**src/rtl/datapath_control_unit.sv**
```systemverilog
// Hardwired Moore sequencer for the bus-based 32-bit datapath: fetch, decode and
// execute T-states for ALU, mul/div, load, store, nop and halt, with a memory-wait watchdog.
module datapath_control_unit #(
    parameter int MEM_TIMEOUT = 15,
    parameter int CTRL_W      = 5
) (
    input  logic              Clock,
    input  logic              Clear,
    input  logic [31:0]       IR,
    input  logic              mem_ready,
    input  logic              run_in,
    output logic              PCout,
    output logic              IncPC,
    output logic              PCin,
    output logic              MARin,
    output logic              MDRin,
    output logic              MDRout,
    output logic              IRin,
    output logic              Yin,
    output logic              Zlowin,
    output logic              Zhighin,
    output logic              Zlowout,
    output logic              Zhighout,
    output logic              HIin,
    output logic              LOin,
    output logic              Cout,
    output logic              Read,
    output logic              Write,
    output logic [15:0]       Rout,
    output logic [15:0]       Rin,
    output logic [CTRL_W-1:0] CONTROL,
    output logic              run,
    output logic              illegal,
    output logic              fault
);

    localparam int CNT_W = $clog2(MEM_TIMEOUT + 1);
    localparam logic [CNT_W-1:0] LAST_WAIT = CNT_W'(MEM_TIMEOUT - 1);

    localparam logic [4:0] OP_LD     = 5'b00000;
    localparam logic [4:0] OP_ST     = 5'b00010;
    localparam logic [4:0] OP_ADD    = 5'b00011;
    localparam logic [4:0] OP_ALU_HI = 5'b01011;
    localparam logic [4:0] OP_MUL    = 5'b01111;
    localparam logic [4:0] OP_DIV    = 5'b10000;
    localparam logic [4:0] OP_NOP    = 5'b11000;
    localparam logic [4:0] OP_HALT   = 5'b11001;

    // S_IDLE is the parked T0: no strobes until run_in lets a fetch start.
    typedef enum logic [3:0] {
        S_IDLE, S_T0, S_T1, S_T2, S_DEC, S_T3, S_T4, S_T5, S_T6, S_T7, S_HALT, S_FAULT
    } state_t;

    typedef enum logic [1:0] {C_ALU, C_MULDIV, C_LOAD, C_STORE} cls_t;

    state_t           state, state_next, end_state;
    cls_t             cls, cls_dec;
    logic [4:0]       opcode, op_q;
    logic [3:0]       ra_q, rb_q, rc_q;
    logic [CNT_W-1:0] wait_cnt;
    logic             exec_op, undefined, mem_wait, timeout;
    logic             unused_ir_low;

    assign opcode        = IR[31:27];
    assign unused_ir_low = ^IR[14:0];

    always_comb begin
        cls_dec = C_ALU;
        exec_op = 1'b1;
        if (opcode == OP_LD)
            cls_dec = C_LOAD;
        else if (opcode == OP_ST)
            cls_dec = C_STORE;
        else if (opcode >= OP_ADD && opcode <= OP_ALU_HI)
            cls_dec = C_ALU;
        else if (opcode == OP_MUL || opcode == OP_DIV)
            cls_dec = C_MULDIV;
        else
            exec_op = 1'b0;
    end

    assign undefined = !exec_op && opcode != OP_NOP && opcode != OP_HALT;

    // The watchdog fires on the last permitted cycle only when memory is still busy.
    assign mem_wait = (state == S_T1) || (state == S_T6 && cls == C_LOAD) ||
                      (state == S_T7 && cls == C_STORE);
    assign timeout  = mem_wait && !mem_ready && (wait_cnt == LAST_WAIT);

    always_comb begin
        state_next = state;
        end_state  = run_in ? S_T0 : S_IDLE;
        case (state)
            S_IDLE: if (run_in) state_next = S_T0;
            S_T0:   state_next = S_T1;
            S_T1: begin
                if (mem_ready)    state_next = S_T2;
                else if (timeout) state_next = S_FAULT;
            end
            S_T2:   state_next = S_DEC;
            S_DEC: begin
                if (exec_op)                 state_next = S_T3;
                else if (opcode == OP_HALT)  state_next = S_HALT;
                else                         state_next = end_state;
            end
            S_T3:   state_next = S_T4;
            S_T4:   state_next = S_T5;
            S_T5:   state_next = (cls == C_ALU) ? end_state : S_T6;
            S_T6: begin
                case (cls)
                    C_STORE: state_next = S_T7;
                    C_LOAD: begin
                        if (mem_ready)    state_next = S_T7;
                        else if (timeout) state_next = S_FAULT;
                    end
                    default: state_next = end_state;
                endcase
            end
            S_T7: begin
                if (cls != C_STORE || mem_ready) state_next = end_state;
                else if (timeout)                state_next = S_FAULT;
            end
            default: state_next = state;
        endcase
    end

    always_ff @(posedge Clock or negedge Clear) begin
        if (!Clear) begin
            state    <= S_IDLE;
            cls      <= C_ALU;
            op_q     <= '0;
            ra_q     <= '0;
            rb_q     <= '0;
            rc_q     <= '0;
            wait_cnt <= '0;
            illegal  <= 1'b0;
        end else begin
            state   <= state_next;
            illegal <= (state == S_DEC) && undefined;
            if (state_next != state)
                wait_cnt <= '0;
            else if (mem_wait)
                wait_cnt <= wait_cnt + CNT_W'(1);
            if (state == S_DEC) begin
                cls  <= cls_dec;
                op_q <= opcode;
                ra_q <= IR[26:23];
                rb_q <= IR[22:19];
                rc_q <= IR[18:15];
            end
        end
    end

    always_comb begin
        PCout    = 1'b0; IncPC    = 1'b0; PCin  = 1'b0; MARin  = 1'b0;
        MDRin    = 1'b0; MDRout   = 1'b0; IRin  = 1'b0; Yin    = 1'b0;
        Zlowin   = 1'b0; Zhighin  = 1'b0; Zlowout = 1'b0; Zhighout = 1'b0;
        HIin     = 1'b0; LOin     = 1'b0; Cout  = 1'b0; Read   = 1'b0;
        Write    = 1'b0;
        Rout     = '0;
        Rin      = '0;
        CONTROL  = '0;
        run      = 1'b1;
        fault    = 1'b0;
        case (state)
            S_T0: begin
                PCout = 1'b1; MARin = 1'b1; IncPC = 1'b1; Zlowin = 1'b1;
            end
            S_T1: begin
                Zlowout = 1'b1; Read = 1'b1; MDRin = 1'b1;
                PCin    = (wait_cnt == '0);
            end
            S_T2: begin
                MDRout = 1'b1; IRin = 1'b1;
            end
            S_T3: begin
                Yin  = 1'b1;
                Rout = 16'h1 << ((cls == C_MULDIV) ? ra_q : rb_q);
            end
            S_T4: begin
                Zlowin = 1'b1;
                case (cls)
                    C_ALU: begin
                        Rout    = 16'h1 << rc_q;
                        CONTROL = CTRL_W'(op_q);
                    end
                    C_MULDIV: begin
                        Rout    = 16'h1 << rb_q;
                        CONTROL = CTRL_W'(op_q);
                        Zhighin = 1'b1;
                    end
                    default: begin
                        Cout    = 1'b1;
                        CONTROL = CTRL_W'(OP_ADD);
                    end
                endcase
            end
            S_T5: begin
                Zlowout = 1'b1;
                case (cls)
                    C_ALU:    Rin   = 16'h1 << ra_q;
                    C_MULDIV: LOin  = 1'b1;
                    default:  MARin = 1'b1;
                endcase
            end
            S_T6: begin
                case (cls)
                    C_MULDIV: begin
                        Zhighout = 1'b1; HIin = 1'b1;
                    end
                    C_LOAD: begin
                        Read = 1'b1; MDRin = 1'b1;
                    end
                    C_STORE: begin
                        Rout = 16'h1 << ra_q; MDRin = 1'b1;
                    end
                    default: ;
                endcase
            end
            S_T7: begin
                if (cls == C_STORE) begin
                    Write = 1'b1;
                end else begin
                    MDRout = 1'b1;
                    Rin    = 16'h1 << ra_q;
                end
            end
            S_HALT:  run = 1'b0;
            S_FAULT: begin
                run   = 1'b0;
                fault = 1'b1;
            end
            default: ;
        endcase
    end

endmodule

```
**config.mk**
```make
export PLATFORM = sky130hd
export DESIGN_NAME = datapath_control_unit
export DESIGN_NICKNAME = d
export VERILOG_FILES = /design/src/rtl/datapath_control_unit.sv
export SDC_FILE = /design/constraint.sdc
export NUM_CORES = 1
export LEC_CHECK = 0
export BUFFER_PORTS_ARGS = -buffer_cell sky130_fd_sc_hd__buf_2
export CORE_MARGIN = 3
export CORE_UTILIZATION = 51
export CTS_CLUSTER_SIZE = 20
export DETAILED_ROUTE_END_ITERATION = 10
export PLACE_DENSITY = 0.82
export SETUP_SLACK_MARGIN = 0.5
export SYNTH_ARGS = -nofsm -noshare
export SYNTH_HDL_FRONTEND = slang
export SYNTH_SLANG_ARGS = --single-unit
```
**constraint.sdc**
```tcl
create_clock -name Clock -period 2.3 [get_ports Clock]
set_clock_uncertainty 0.05 [all_clocks]
set_input_delay 0.345 -clock Clock [delete_from_list [all_inputs] [get_ports Clock]]
set_output_delay 0.345 -clock Clock [all_outputs]
set_load 0.01 [all_outputs]
```
==> results_dict.tcl <==
set metrics [dict create \
    grt_setup_unrepaired "true" \
    wire_per_inst_um 24.3 \
    drc 0 \
    timing.max_cap.violations 0 \
    synth_sequential_area_ratio 0.271 \
    maxSlewViolCount 0 \
    final_net_count 531 \
    clkTransAtPathRegs_ns 0.12 \
    slew_headroom 0.550 \
    dominant_register_cell_in_the_synthesized_netlist "sky130_fd_sc_hd__dfrtp_1" \
    finalWorstPathRequiredPeriod_ns 2.66 \
    clockPowerShare 0.069 \
    swShare 0.524 \
    p_leak_uw 0.00195 \
    setup_total_negative_slack_ns -6.47 \
    finalHoldViolCount 0 \
    timing.setup.critical_path_class "flop to output pin" \
    yosys_warning_count 0 \
    globalRouteTotalUtil 0.338 \
    grt_remaining_overflow 0 \
    internal_power_uw 2830 \
    failed_checks "negative setup slack" \
    totalWireLength_mm 13.6 \
    clock_sinks 28 \
    worstPathArrival_ns 2.27 \
    post_synthesis_instance_total 363 \
    setup.worst_path.start_class "flop" \
    htree_levels 1 \
    cp-end-kind "output pin" \
    placeable_core_area_mm2 0.00482 \
    status "finished, violations left" \
    asyncSetResetFlopFracSynth 1.00 \
    part_of_the_cycle_the_worst_path_needs 1.16 \
    finish.instance_area_mm2 0.00438 \
    worstSkewPairLatency_ns 0.29 \
    count_of_input_and_output_buffers 77 \
    place.detailed.hpwl_mm 6.38 \
    largest_net_degree_at_the_start_of_global_routing 29 \
    route.vias.total 3925 \
    synth-seq-cells 28 \
    syn-cell-area_mm2 0.00258 \
    layout_setup_ws_ns -0.361 \
    ys_types 54 \
    detail_route.vias_per_cell 7.02 \
    vias_in_the_first_global_route 3346 \
    min_path_type "primary input to asynchronous set/reset pin" \
    place_area_mm2 0.00338 \
    register_area_um2 707 \
    multi_input_area_mm2 0.00232 \
    n_fill_cell 191 \
    setup-violations-final 36 \
    num_io_pins 93 \
    chipHeight_um 77.2 \
    worst_pin_slew_ns 0.675 \
    ant_nets 0 \
    floorplan.die.width_um 77.2 \
    gp_routability_congestion 1.04 \
    flow.area_growth_from_synthesis_pct 69.3 \
    grt_antenna_before_repair 0 \
    cp_data_required_time_ns 1.90 \
    share_seq_of_total_power 0.186 \
    post_route_cells_drive_above_1_share 0.546 \
    drtIter0Drc 620 \
    cts_max_path_buffers 2 \
    p_sw_uw 3110 \
    critical_path.max_fanout 8 \
    std_cell_rows 25 \
    synth_enable_flop_cells 0 \
    combPwrFrac 0.745 \
    global_route_wire_length_before_repair_mm 16.3 \
    number_of_buffers_created_by_cts 3 \
    design.die.area_mm2 0.00596 \
    worst_ir_drop_vdd_v 0.000747 \
    pwr_density_cell_mw_per_mm2 1360 \
    drtPass1Iterations 6 \
    tritoncts "yes" \
    cts_root_buffer "sky130_fd_sc_hd__clkbuf_8" \
    floorplan.initialDensity 0.537 \
    synthesized_net_count 402 \
    achievable-frequency_ghz 0.376 \
    synth.avg_cell_area_um2 7.12 \
]
[critical path: stages, from the launching register on]
cell and delay (ns):
sky130_fd_sc_hd__dfrtp_2 0.49, sky130_fd_sc_hd__buf_6 0.18, sky130_fd_sc_hd__nor4b_4 0.32, sky130_fd_sc_hd__and2_4 0.25, sky130_fd_sc_hd__nand4_1 0.25, sky130_fd_sc_hd__o21ai_1 0.31, sky130_fd_sc_hd__buf_2 0.18
[state kept, by name, indices dropped and copies added (netlist names)]
signal,cells
ra_q,4
cls,2
wait_cnt,4
state,4
rc_q,4
op_q,5
rb_q,4
illegal,1
[cells in the mapped netlist, types with 5 or more instances]
| cell | count | area [µm²] |
|---|---|---|
| sky130_fd_sc_hd__a21oi_1 | 15 | 75.1 |
| sky130_fd_sc_hd__a22oi_1 | 16 | 120 |
| sky130_fd_sc_hd__a31oi_1 | 5 | 31.3 |
| sky130_fd_sc_hd__and2_1 | 8 | 50.1 |
| sky130_fd_sc_hd__buf_2 | 8 | 40.0 |
| sky130_fd_sc_hd__buf_4 | 6 | 45.0 |
| sky130_fd_sc_hd__clkbuf_1 | 12 | 45.0 |
| sky130_fd_sc_hd__dfrtp_1 | 28 | 701 |
| sky130_fd_sc_hd__inv_1 | 7 | 26.3 |
| sky130_fd_sc_hd__nand2_1 | 69 | 259 |
| sky130_fd_sc_hd__nand2b_1 | 10 | 62.6 |
| sky130_fd_sc_hd__nand3_1 | 17 | 85.1 |
| sky130_fd_sc_hd__nand3b_1 | 9 | 67.6 |
| sky130_fd_sc_hd__nor2_1 | 33 | 124 |
| sky130_fd_sc_hd__nor2b_1 | 10 | 62.6 |
| sky130_fd_sc_hd__nor3_1 | 13 | 65.1 |
| sky130_fd_sc_hd__nor3b_1 | 6 | 45.0 |
| sky130_fd_sc_hd__o21ai_0 | 26 | 130 |
| sky130_fd_sc_hd__or3_1 | 5 | 31.3 |
[area by class of cell]
type,count,area share
sequential,28,0.162
timing repair buffer,153,0.266
inverter,7,0.00601
multi-input combinational,299,0.530
tap,67,0.0192
clock inverter,1,0.00686
antenna,1,0.000572
clock buffer,3,0.00944
[final timing paths]
check / startpoint / to / slack [ns] / depth (start not counted)
max in group asynchronous: Clear / cls[0] / 1.68 / 1
setup reg to reg: state[0] / wait_cnt[1] / -0.03 / 8
hold reg to reg: op_q[4] / op_q[4] / 0.44 / 2
hold / removal: Clear / state[2] / 0.03 / 1
setup / recovery: state[0] / Rout[15] / -0.36 / 6
min in group Clock: IR[22] / rb_q[3] / 0.22 / 3
[per-stage QoR]
step	hold WS, ns	setup slack [ns]	utilization	cells	power, µW
after floorplan	-0.000591	0.420	-	363	2990
after global placement	0.363	0.164	0.701	509	3660
after detailed placement	0.365	0.0862	0.701	509	3730
after CTS	0.0527	0.0234	0.805	539	4700
after global routing	0.0558	-0.365	0.908	558	6080
final	0.0261	-0.361	0.908	559	5940
[cell families after synthesis]
logic type      count (synthesis)  share of synthesized area
simple gates                  201                      0.403
compound gates                 88                      0.221
buf+inv                        36                     0.0649
flops                          28                      0.271
xor+xnor                        5                     0.0169
fa+ha+maj                       3                     0.0145
mux                             2                    0.00823
[repair_timing]
action | 4_1_cts | 5_1_grt
hold buffers | 0 | 0
gates cloned | 1 | 0
endpoints found under the setup margin | 61 | 62
setup buffers | 25 | 19
pin swaps | 30 | 25
resized for setup | 55 | 80
[layer usage]
metal | GRT usage | up-vias | wire [µm]
met1 | 0.390 | 1800 | 4530
met3 | 0.0540 | 161 | 1760
met4 | 0.187 | 0 | 1320
met2 | 0.593 | 426 | 5980
met5 | 0 | - | 0
li1 | - | 1538 | -
[cells in the final DEF (no fill, tap or decap), types with 8 or more instances in the layout]
cell type                   n
sky130_fd_sc_hd__a22oi_1    9
sky130_fd_sc_hd__buf_2     61
sky130_fd_sc_hd__buf_4     48
sky130_fd_sc_hd__buf_6     43
sky130_fd_sc_hd__dfrtp_1   23
sky130_fd_sc_hd__nand2_1   59
sky130_fd_sc_hd__nand3_1   11
sky130_fd_sc_hd__nand3b_1   9
sky130_fd_sc_hd__nor2_1    20
sky130_fd_sc_hd__nor2_4     8
sky130_fd_sc_hd__o21ai_1   19
[power groups by stage]
| stage | clock network [µW] | logic (µW) | registers, µW |
|---|---|---|---|
| after floorplan | 0 | 2140 | 850 |
| after global placement | 0 | 2660 | 996 |
| after detailed placement | 0 | 2720 | 1010 |
| after CTS | 403 | 3310 | 989 |
| after global routing | 436 | 4540 | 1100 |
| final | 409 | 4420 | 1110 |
Power figures use the tool's default switching activity.
